### src/rtl/bitop_result_fifo_if.sv
// Handshake bundle between the AND/OR select stage, the result FIFO and the
// downstream consumer. The slave modport is the FIFO's view; the master
// modport is the environment that drives results in and takes them out.
interface bitop_result_fifo_if #(
  parameter int WIDTH = 8
);
  logic             in_valid;
  logic [WIDTH-1:0] in_data;
  logic             in_op;
  logic             in_ready;
  logic             out_valid;
  logic [WIDTH-1:0] out_data;
  logic             out_op;
  logic             out_ready;

  modport slave (
    input  in_valid, in_data, in_op, out_ready,
    output in_ready, out_valid, out_data, out_op
  );

  modport master (
    output in_valid, in_data, in_op, out_ready,
    input  in_ready, out_valid, out_data, out_op
  );
endinterface

### src/rtl/bitop_result_fifo.sv
// Result FIFO behind the AND/OR select block. Buffers the result word with
// its op tag (1=AND, 0=OR) and keeps saturating per-op accept counters.
// Optional feature macro: BITOP_FIFO_ZERO_FLAG_EN adds out_zero (head entry
// is zero) and zero_cnt (saturating count of accepted all-zero results).
module bitop_result_fifo #(
  parameter int WIDTH = 8,
  parameter int DEPTH = 4,
  parameter int CNT_W = 16
) (
  input  logic                     clk,
  input  logic                     rst,
  bitop_result_fifo_if.slave       bus,
  output logic [$clog2(DEPTH):0]   count,
`ifdef BITOP_FIFO_ZERO_FLAG_EN
  output logic                     out_zero,
  output logic [CNT_W-1:0]         zero_cnt,
`endif
  output logic [CNT_W-1:0]         and_cnt,
  output logic [CNT_W-1:0]         or_cnt
);

  localparam int PTR_W = $clog2(DEPTH);
  localparam logic [PTR_W:0] FULL_COUNT = (PTR_W + 1)'(DEPTH);

  logic [WIDTH-1:0] data_mem [DEPTH];
  logic             op_mem   [DEPTH];

  logic [PTR_W-1:0] wr_ptr_reg;
  logic [PTR_W-1:0] rd_ptr_reg;
  logic [PTR_W:0]   count_reg;
  logic [PTR_W:0]   count_next;
  logic [CNT_W-1:0] and_cnt_reg;
  logic [CNT_W-1:0] or_cnt_reg;

  logic push;
  logic pop;

  // Ready/valid come only from the registered occupancy, so a pop never
  // frees a slot for a push in the same cycle.
  assign bus.in_ready  = (count_reg != FULL_COUNT);
  assign bus.out_valid = (count_reg != '0);
  assign push          = bus.in_valid & bus.in_ready;
  assign pop           = bus.out_valid & bus.out_ready;

  // Head entry, forced to zero while empty so stale storage never leaks out.
  assign bus.out_data = bus.out_valid ? data_mem[rd_ptr_reg] : '0;
  assign bus.out_op   = bus.out_valid ? op_mem[rd_ptr_reg]   : 1'b0;

  assign count   = count_reg;
  assign and_cnt = and_cnt_reg;
  assign or_cnt  = or_cnt_reg;

  // Storage entries: each slot captures data and tag when the write pointer
  // addresses it; contents are not reset because occupancy gates the output.
  for (genvar gi = 0; gi < DEPTH; gi++) begin : g_entry
    always_ff @(posedge clk) begin
      if (!rst && push && (wr_ptr_reg == PTR_W'(gi))) begin
        data_mem[gi] <= bus.in_data;
        op_mem[gi]   <= bus.in_op;
      end
    end
  end

  // Occupancy update: simultaneous push and pop leaves it unchanged.
  always_comb begin
    count_next = count_reg;
    case ({push, pop})
      2'b10:   count_next = count_reg + 1'b1;
      2'b01:   count_next = count_reg - 1'b1;
      default: count_next = count_reg;
    endcase
  end

  // Pointers and occupancy; pointers wrap naturally since DEPTH is 2^PTR_W.
  always_ff @(posedge clk) begin
    if (rst) begin
      wr_ptr_reg <= '0;
      rd_ptr_reg <= '0;
      count_reg  <= '0;
    end else begin
      if (push) wr_ptr_reg <= wr_ptr_reg + 1'b1;
      if (pop)  rd_ptr_reg <= rd_ptr_reg + 1'b1;
      count_reg <= count_next;
    end
  end

  // Per-op accept counters, holding at all-ones instead of wrapping.
  always_ff @(posedge clk) begin
    if (rst) begin
      and_cnt_reg <= '0;
      or_cnt_reg  <= '0;
    end else if (push) begin
      if (bus.in_op && (and_cnt_reg != '1))
        and_cnt_reg <= and_cnt_reg + 1'b1;
      if (!bus.in_op && (or_cnt_reg != '1))
        or_cnt_reg <= or_cnt_reg + 1'b1;
    end
  end

`ifdef BITOP_FIFO_ZERO_FLAG_EN
  logic [CNT_W-1:0] zero_cnt_reg;

  assign out_zero = bus.out_valid & (bus.out_data == '0);
  assign zero_cnt = zero_cnt_reg;

  // Saturating count of accepted results that were all zero.
  always_ff @(posedge clk) begin
    if (rst)
      zero_cnt_reg <= '0;
    else if (push && (bus.in_data == '0) && (zero_cnt_reg != '1))
      zero_cnt_reg <= zero_cnt_reg + 1'b1;
  end
`endif

endmodule

### src/flat_wrapper.sv
// flat-port wrapper written by rule: the top's interface ports become plain ports
module bitop_result_fifo_flat 
#(
  parameter int WIDTH = 8,
  parameter int DEPTH = 4,
  parameter int CNT_W = 16
)
  (clk, rst, count, and_cnt, or_cnt, bus_in_valid, bus_in_data, bus_in_op, bus_out_ready, bus_in_ready, bus_out_valid, bus_out_data, bus_out_op);
  bitop_result_fifo_if #(.WIDTH(WIDTH)) bus_i ();
  input  logic clk;
  input  logic rst;
  output logic [$clog2(DEPTH):0] count;
  output logic [CNT_W-1:0] and_cnt;
  output logic [CNT_W-1:0] or_cnt;
  input wire logic [$bits(bus_i.in_valid)-1:0] bus_in_valid;
  input wire logic [$bits(bus_i.in_data)-1:0] bus_in_data;
  input wire logic [$bits(bus_i.in_op)-1:0] bus_in_op;
  input wire logic [$bits(bus_i.out_ready)-1:0] bus_out_ready;
  output wire logic [$bits(bus_i.in_ready)-1:0] bus_in_ready;
  output wire logic [$bits(bus_i.out_valid)-1:0] bus_out_valid;
  output wire logic [$bits(bus_i.out_data)-1:0] bus_out_data;
  output wire logic [$bits(bus_i.out_op)-1:0] bus_out_op;
  assign bus_i.in_valid = bus_in_valid;
  assign bus_i.in_data = bus_in_data;
  assign bus_i.in_op = bus_in_op;
  assign bus_i.out_ready = bus_out_ready;
  assign bus_in_ready = bus_i.in_ready;
  assign bus_out_valid = bus_i.out_valid;
  assign bus_out_data = bus_i.out_data;
  assign bus_out_op = bus_i.out_op;
  bitop_result_fifo #(.WIDTH(WIDTH), .DEPTH(DEPTH), .CNT_W(CNT_W)) u_core (.clk(clk), .rst(rst), .bus(bus_i), .count(count), .and_cnt(and_cnt), .or_cnt(or_cnt));
endmodule
### config.mk
export PLATFORM = sky130hd
export DESIGN_NAME = bitop_result_fifo_flat
export DESIGN_NICKNAME = d
export VERILOG_FILES = /design/src/rtl/bitop_result_fifo_if.sv /design/src/rtl/bitop_result_fifo.sv /design/src/flat_wrapper.sv
export SDC_FILE = /design/constraint.sdc
export NUM_CORES = 1
export LEC_CHECK = 0
export CAP_MARGIN = 40
export CORE_UTILIZATION = 35
export CTS_BUF_LIST = sky130_fd_sc_hd__clkbuf_16
export CTS_CLUSTER_DIAMETER = 50
export DETAILED_ROUTE_END_ITERATION = 6
export GPL_TIMING_DRIVEN = 0
export MAX_ROUTING_LAYER = met4
export PLACE_DENSITY_LB_ADDON = 0.3
export SETUP_SLACK_MARGIN = 0.15
export SLEW_MARGIN = 5
export SYNTH_ARGS = -nofsm -noshare
export SYNTH_HDL_FRONTEND = slang
export SYNTH_SLANG_ARGS = --single-unit
### constraint.sdc
create_clock -name clk -period 3.1 [get_ports clk]
set_clock_uncertainty 0.05 [all_clocks]
set_input_delay 0.465 -clock clk [delete_from_list [all_inputs] [get_ports clk]]
set_output_delay 0.465 -clock clk [all_outputs]
set_load 0.02 [all_outputs]
# After elaboration in Yosys (flattened, before gate mapping)

Memory sizes are Yosys's and may differ from the RTL's. A register that Yosys moved wholly into a read port is not among the register bits.
Cells that the tools add are included.

Latch bits: 0
Memories: 2
Register bits after elaboration: 39
Input bits: 13
Bits in writable memories: 36
ROM bits: 0

Memory list:

| memory          | depth | bits a word | read ports | clocked after memory_dff | write ports | line                    | source |
|---|---|---|---|---|---|---|---|
| u_core.data_mem | 4     | 8           | 1          | 1                        | 1           | bitop_result_fifo.sv:25 | `logic [WIDTH-1:0] data_mem [DEPTH];` |
| u_core.op_mem   | 4     | 1           | 1          | 1                        | 1           | bitop_result_fifo.sv:26 | `logic op_mem [DEPTH];` |

Reduce and logical (&&, ||, !) cells: 20
Divide/modulo/power cells: 0
Equal/unequal tests: 8
$mul: 0
Shifts and indexed selects: 0
Bitwise gates (word level): 2
Add/sub/neg operators: 6
Magnitude comparators: 0
Mux-type cells: 33

Operators by type and width:

| cell                    | number |
|---|---|
| $add A16 B1 Y16 const B | 2 |
| $mux W8                 | 4 |
| $ne A16 B16 Y1 const B  | 2 |
| $reduce_or A8 Y1        | 3 |
| $mux W2                 | 10 |
| $mux W1                 | 18 |
| $logic_and A1 B1 Y1     | 7 |
| $eq A2 B2 Y1 const B    | 3 |
| $pmux W3 S2             | 1 |
| $add A2 B1 Y2 const B   | 2 |
| $eq A2 B1 Y1 const B    | 2 |
| $reduce_and A2 Y1       | 2 |
| $add A3 B1 Y3 const B   | 1 |
| $ne A3 B3 Y1 const B    | 1 |
| $reduce_bool A3 Y1      | 1 |
| $reduce_or A1 Y1        | 3 |
| $sub A3 B1 Y3 const B   | 1 |
| $and A1 B1 Y1           | 2 |
| $logic_not A1 Y1        | 2 |
| $logic_not A2 Y1        | 1 |
| $reduce_bool A2 Y1      | 1 |

# Longest topological paths before layout

Depth after elaboration: 10
Depth in mapped cells: 9
Depth with buffers taken out: 8

# Worst setup path after synthesis

No wires, ideal clock.

Kind: flip-flop to flip-flop
From: reg u_core.count_reg[2] (netlist: u_core.count[2])
To: reg u_core.count_reg[2] (netlist: u_core.count[2])
Stages on the path, launching flop included: 10
Data arrival time: 2397 ps
Required time: 2980 ps
Setup time: 70 ps
Setup slack: 582 ps
Path buffers: 1
Path through: dfxtp_1 or3b_2 buf_4 nand2_1 ha_1 inv_1 fa_1 xor2_1 or3_1 a21oi_1

Word-level cells in the longest chain between the ends: 4

RTL lines:

| what                                                     | line                    | source |
|---|---|---|
| from (decl)                                              | bitop_result_fifo.sv:30 | `logic [PTR_W:0] count_reg;` |
| from (signal assigned)                                   | bitop_result_fifo.sv:83 | `count_reg <= count_next;` |
| $ne A3 B3 Y1 (*)                                         | bitop_result_fifo.sv:40 | `assign bus.in_ready = (count_reg != FULL_COUNT);` |
| named net bus_in_ready                                   | flat_wrapper.sv:19      | `output wire logic [$bits(bus_i.in_ready)-1:0] bus_in_ready;` |
| $and A1 B1 Y1 (*)                                        | bitop_result_fifo.sv:42 | `assign push = bus.in_valid & bus.in_ready;` |
| $eq A2 B1 Y1 / $eq A2 B2 Y1 (equally long branches)      | bitop_result_fifo.sv:67 | `case ({push, pop})` |
| $pmux W3 S2 / $reduce_bool A2 Y1 (equally long branches) | --                      |  |

Mark *: on every way through the listed nets, which the timed path passes. The rest lies on a longest branch.
A chain may end at the register's enable or synchronous reset.

==> results <==
- The register with the most flip-flops in the layout has 32 of them.
- Synthesis produced 308 cells.
- In this run the post-CTS setup repair buffer count came out at 0.
- The critical path endpoint category is an output port.
- The critical path start-end classification is register to output port.
- The average detailed-routed wire length per instance is 14.9 um.
- The largest area contributor in the synthesized netlist is sky130_fd_sc_hd__edfxtp_1.
- Synthesis produced a netlist with a net count of 329.
- The number of global-route vias before repair is 2586.
- The actual slew at the worst max-slew pin is 580 ps.
- The placer congestion estimate is 0.875.
- The number of failing setup endpoints in the final timing report is 0.
- The total power is 2.96 mW.
- The number of nets with antenna violations after routing is 0.
- After floorplanning, the core was sized to cover 9860 um^2.
- The share of synthesized area in the top cell type comes to 0.301.
- After detailed routing, the number of vias per cell comes to 5.19.
- The number of gates resized after CTS was 0.
- In the final layout, the share of cells above drive strength 1 is 0.134.
- The reg2reg setup slack is 570 ps.
- During placement, the flow inserted port buffers numbering 58.
- The overall routing resource usage is 0.161.
- The data arrival time at the worst-slack endpoint is 2180 ps.
- The count of max-cap constraint violations is 0.
- The power density relative to cell area is 641 nW/um^2.
- The library cell used most frequently in the layout, excluding fill and tap cells, is sky130_fd_sc_hd__clkdlybuf4s50_1.
- The fraction of the cycle the final worst path needs is 0.871.
- The detailed-route via count is 2672.
- The maximum frequency from static timing analysis is 370 MHz.
- The final hold violation count is 0.
- The leakage power is 1.54 nW.
- The overall routed net length is 7680 um.
- The number of different library cells in the post-synthesis netlist is 44.
- IR analysis of the VDD net gives a maximum drop of 0.316 mV.
- The flow ran to the end, and the final reports show no timing, DRC or antenna violations.
- Summing every instance area after synthesis gives 3590 um^2.
- For this configuration, the core starts out at a cell density of 0.364.
- The I/O pin count is 59.
- During synthesis, Yosys emitted a total of 0 warnings.
- Counting flops and latches in the post-synthesis netlist gives 77.
- The H-tree was split into 3 levels.
- The die covers 10700 um^2.
- The time the final worst path needs with I/O delays and setup is 2700 ps.
- The number of antenna violations at the first check in global routing is 0.
- The share of the Yosys chip area taken by registers is 0.530.
- The setup TNS after final layout is 0 ps.
- The total number of clock tree sinks is 77.
- In this run the clock root is driven by a sky130_fd_sc_hd__clkbuf_16.
- The async set-reset flop share out of synthesis is 0.
- The mean area per synthesized cell is 11.6 um^2.
- Once detailed placement completed, the half-perimeter wirelength came to 5270 um.
- The path class of the tightest hold or removal check is register to register.
- The width of the chip is 103 um.
- Sorting the synthesized cells by area gives the leading types as sky130_fd_sc_hd__edfxtp_1 (30%), sky130_fd_sc_hd__dfxtp_1 (23%), sky130_fd_sc_hd__mux4_2 (5.7%).
- The category of the worst setup path launch point is a register.
- The clock tree from TritonCTS is done.
- Relative to the synthesized area, the layout overhead comes to 28.8%.
- The final count of pins violating max slew is 0.
- Measured along the y axis, the die boundary spans 103 um.
- Counting the buffers created by CTS gives 9.
- The data required time of the critical path is 2580 ps.
- Entering global routing, the biggest net connects 16 pins.
- The number of enable-type register cells in the synthesized netlist is 36.
- The final net count is 398.
- The floorplan has 36 rows.
- The number of hold buffers added after cts is 0.
- The first-pass detailed-route iteration total is 4.
- Global routing finished with a remaining overflow of 0.
- The first global-routing pass estimated 12700 um of wire.
- The initial DRC count is 60.
- After clock tree synthesis, the clock-pin slew on the worst setup and hold paths is 60 ps.
- Summing all placed instances gives a cell area of 4330 um^2.
- The clock passes through at most 2 buffers.
- The maximum fanout along the worst path is 9.
- Setup repair after global routing left no endpoint under its margin.
- The total non-filler cell area in the finished layout is 4620 um^2.
- Headroom to the max-slew limit came out at 0.613.
- The top cell types in the final layout, fill and taps aside, are sky130_fd_sc_hd__clkdlybuf4s50_1 (58), sky130_fd_sc_hd__dfxtp_1 (41), sky130_fd_sc_hd__edfxtp_1 (36).
- After detailed routing, the number of remaining DRC violations is 0.
- For this run, the leading register cell type out of synthesis is sky130_fd_sc_hd__dfxtp_1.
- The clock reaches the later pin of the worst-skew pair after 330 ps.
- The repair_antennas step left the layout with diodes totalling 0.
## routing by layer
metal | GRT usage | part of all wire | up-vias
li1 | - | - | 1330
met1 | 0.205 | 0.48 | 1278
met2 | 0.263 | 0.48 | 57
met3 | 0.0349 | 0.034 | 7
met4 | 0.0423 | 0.0078 | 0
met5 | - | 0 | -
## cell families after synthesis
logic type / after synthesis / synth area share
AO/OA/AOI/OAI: 54 / 0.0949
XOR/XNOR: 5 / 0.0122
adder cells (fa/ha/maj): 8 / 0.0300
buffers and inverters: 24 / 0.0307
flip-flops: 77 / 0.530
multiplexers: 17 / 0.0816
AND/OR/NAND/NOR: 123 / 0.220
## where the power goes
part	total, mW	switching [mW]	internal [mW]
logic	0.796	0.410	0.386
registers	1.17	0.0406	1.13
clock network	0.991	0.438	0.553
## cell type report
type / count / area (um^2)
Buffer: 15 / 76.3
Clock buffer: 9 / 225
Clock inverter: 7 / 58.8
Fill cell: 919 / 5250
Inverter: 9 / 33.8
Multi-Input combinational cell: 207 / 1570
Sequential cell: 77 / 1900
Tap cell: 133 / 166
Timing Repair Buffer: 58 / 581
## Yosys cell counts, types with 2 or more instances
| cell type | n |
|---|---|
| sky130_fd_sc_hd__o31ai_1 | 14 |
| sky130_fd_sc_hd__nor2_1 | 18 |
| sky130_fd_sc_hd__o21ai_0 | 8 |
| sky130_fd_sc_hd__clkbuf_1 | 8 |
| sky130_fd_sc_hd__o41ai_1 | 3 |
| sky130_fd_sc_hd__dfxtp_1 | 41 |
| sky130_fd_sc_hd__a21oi_1 | 23 |
| sky130_fd_sc_hd__nand3_1 | 14 |
| sky130_fd_sc_hd__buf_2 | 4 |
| sky130_fd_sc_hd__nor4_4 | 2 |
| sky130_fd_sc_hd__xnor2_1 | 2 |
| sky130_fd_sc_hd__buf_4 | 2 |
| sky130_fd_sc_hd__nor2b_1 | 8 |
| sky130_fd_sc_hd__ha_1 | 7 |
| sky130_fd_sc_hd__or3b_2 | 3 |
| sky130_fd_sc_hd__o311ai_0 | 2 |
| sky130_fd_sc_hd__nor4_1 | 7 |
| sky130_fd_sc_hd__inv_1 | 9 |
| sky130_fd_sc_hd__xor2_1 | 3 |
| sky130_fd_sc_hd__mux2_2 | 8 |
| sky130_fd_sc_hd__or4_1 | 14 |
| sky130_fd_sc_hd__nand2_1 | 12 |
| sky130_fd_sc_hd__and3_1 | 6 |
| sky130_fd_sc_hd__edfxtp_1 | 36 |
| sky130_fd_sc_hd__nor4b_1 | 2 |
| sky130_fd_sc_hd__mux4_2 | 9 |
| sky130_fd_sc_hd__and2_1 | 14 |
| sky130_fd_sc_hd__nand4_1 | 8 |
| sky130_fd_sc_hd__or3_1 | 6 |
## stage by stage
| step | setup WS [ps] | hold WS, ps | utilization | instances |
|---|---|---|---|---|
| 2_1_floorplan | 582 | 419 | - | 308 |
| 3_3_place_gp | 534 | 431 | 0.439 | 499 |
| 3_5_place_dp | 493 | 456 | 0.439 | 499 |
| 4_1_cts | 352 | 465 | 0.468 | 515 |
| 5_1_grt | 250 | 505 | 0.468 | 515 |
| 6_report | 400 | 457 | 0.468 | 515 |
## final timing paths
path	startpoint	to	cells after the start
worst max-delay path	register	bus_out_op	4
worst min-delay path	u_core.wr_ptr_reg[1]	u_core.wr_ptr_reg[1]	2
worst max register to register	u_core.count[2]	u_core.count[2]	9
worst min register to register	u_core.wr_ptr_reg[1]	u_core.wr_ptr_reg[1]	2
## critical path, stage by stage, from the launching register on
cell	delay [ps]
sky130_fd_sc_hd__dfxtp_1	310
sky130_fd_sc_hd__clkbuf_1	450
sky130_fd_sc_hd__mux4_2	390
sky130_fd_sc_hd__and2_1	180
sky130_fd_sc_hd__clkdlybuf4s50_1	530
No activity file was read; power rests on OpenSTA's default activity.
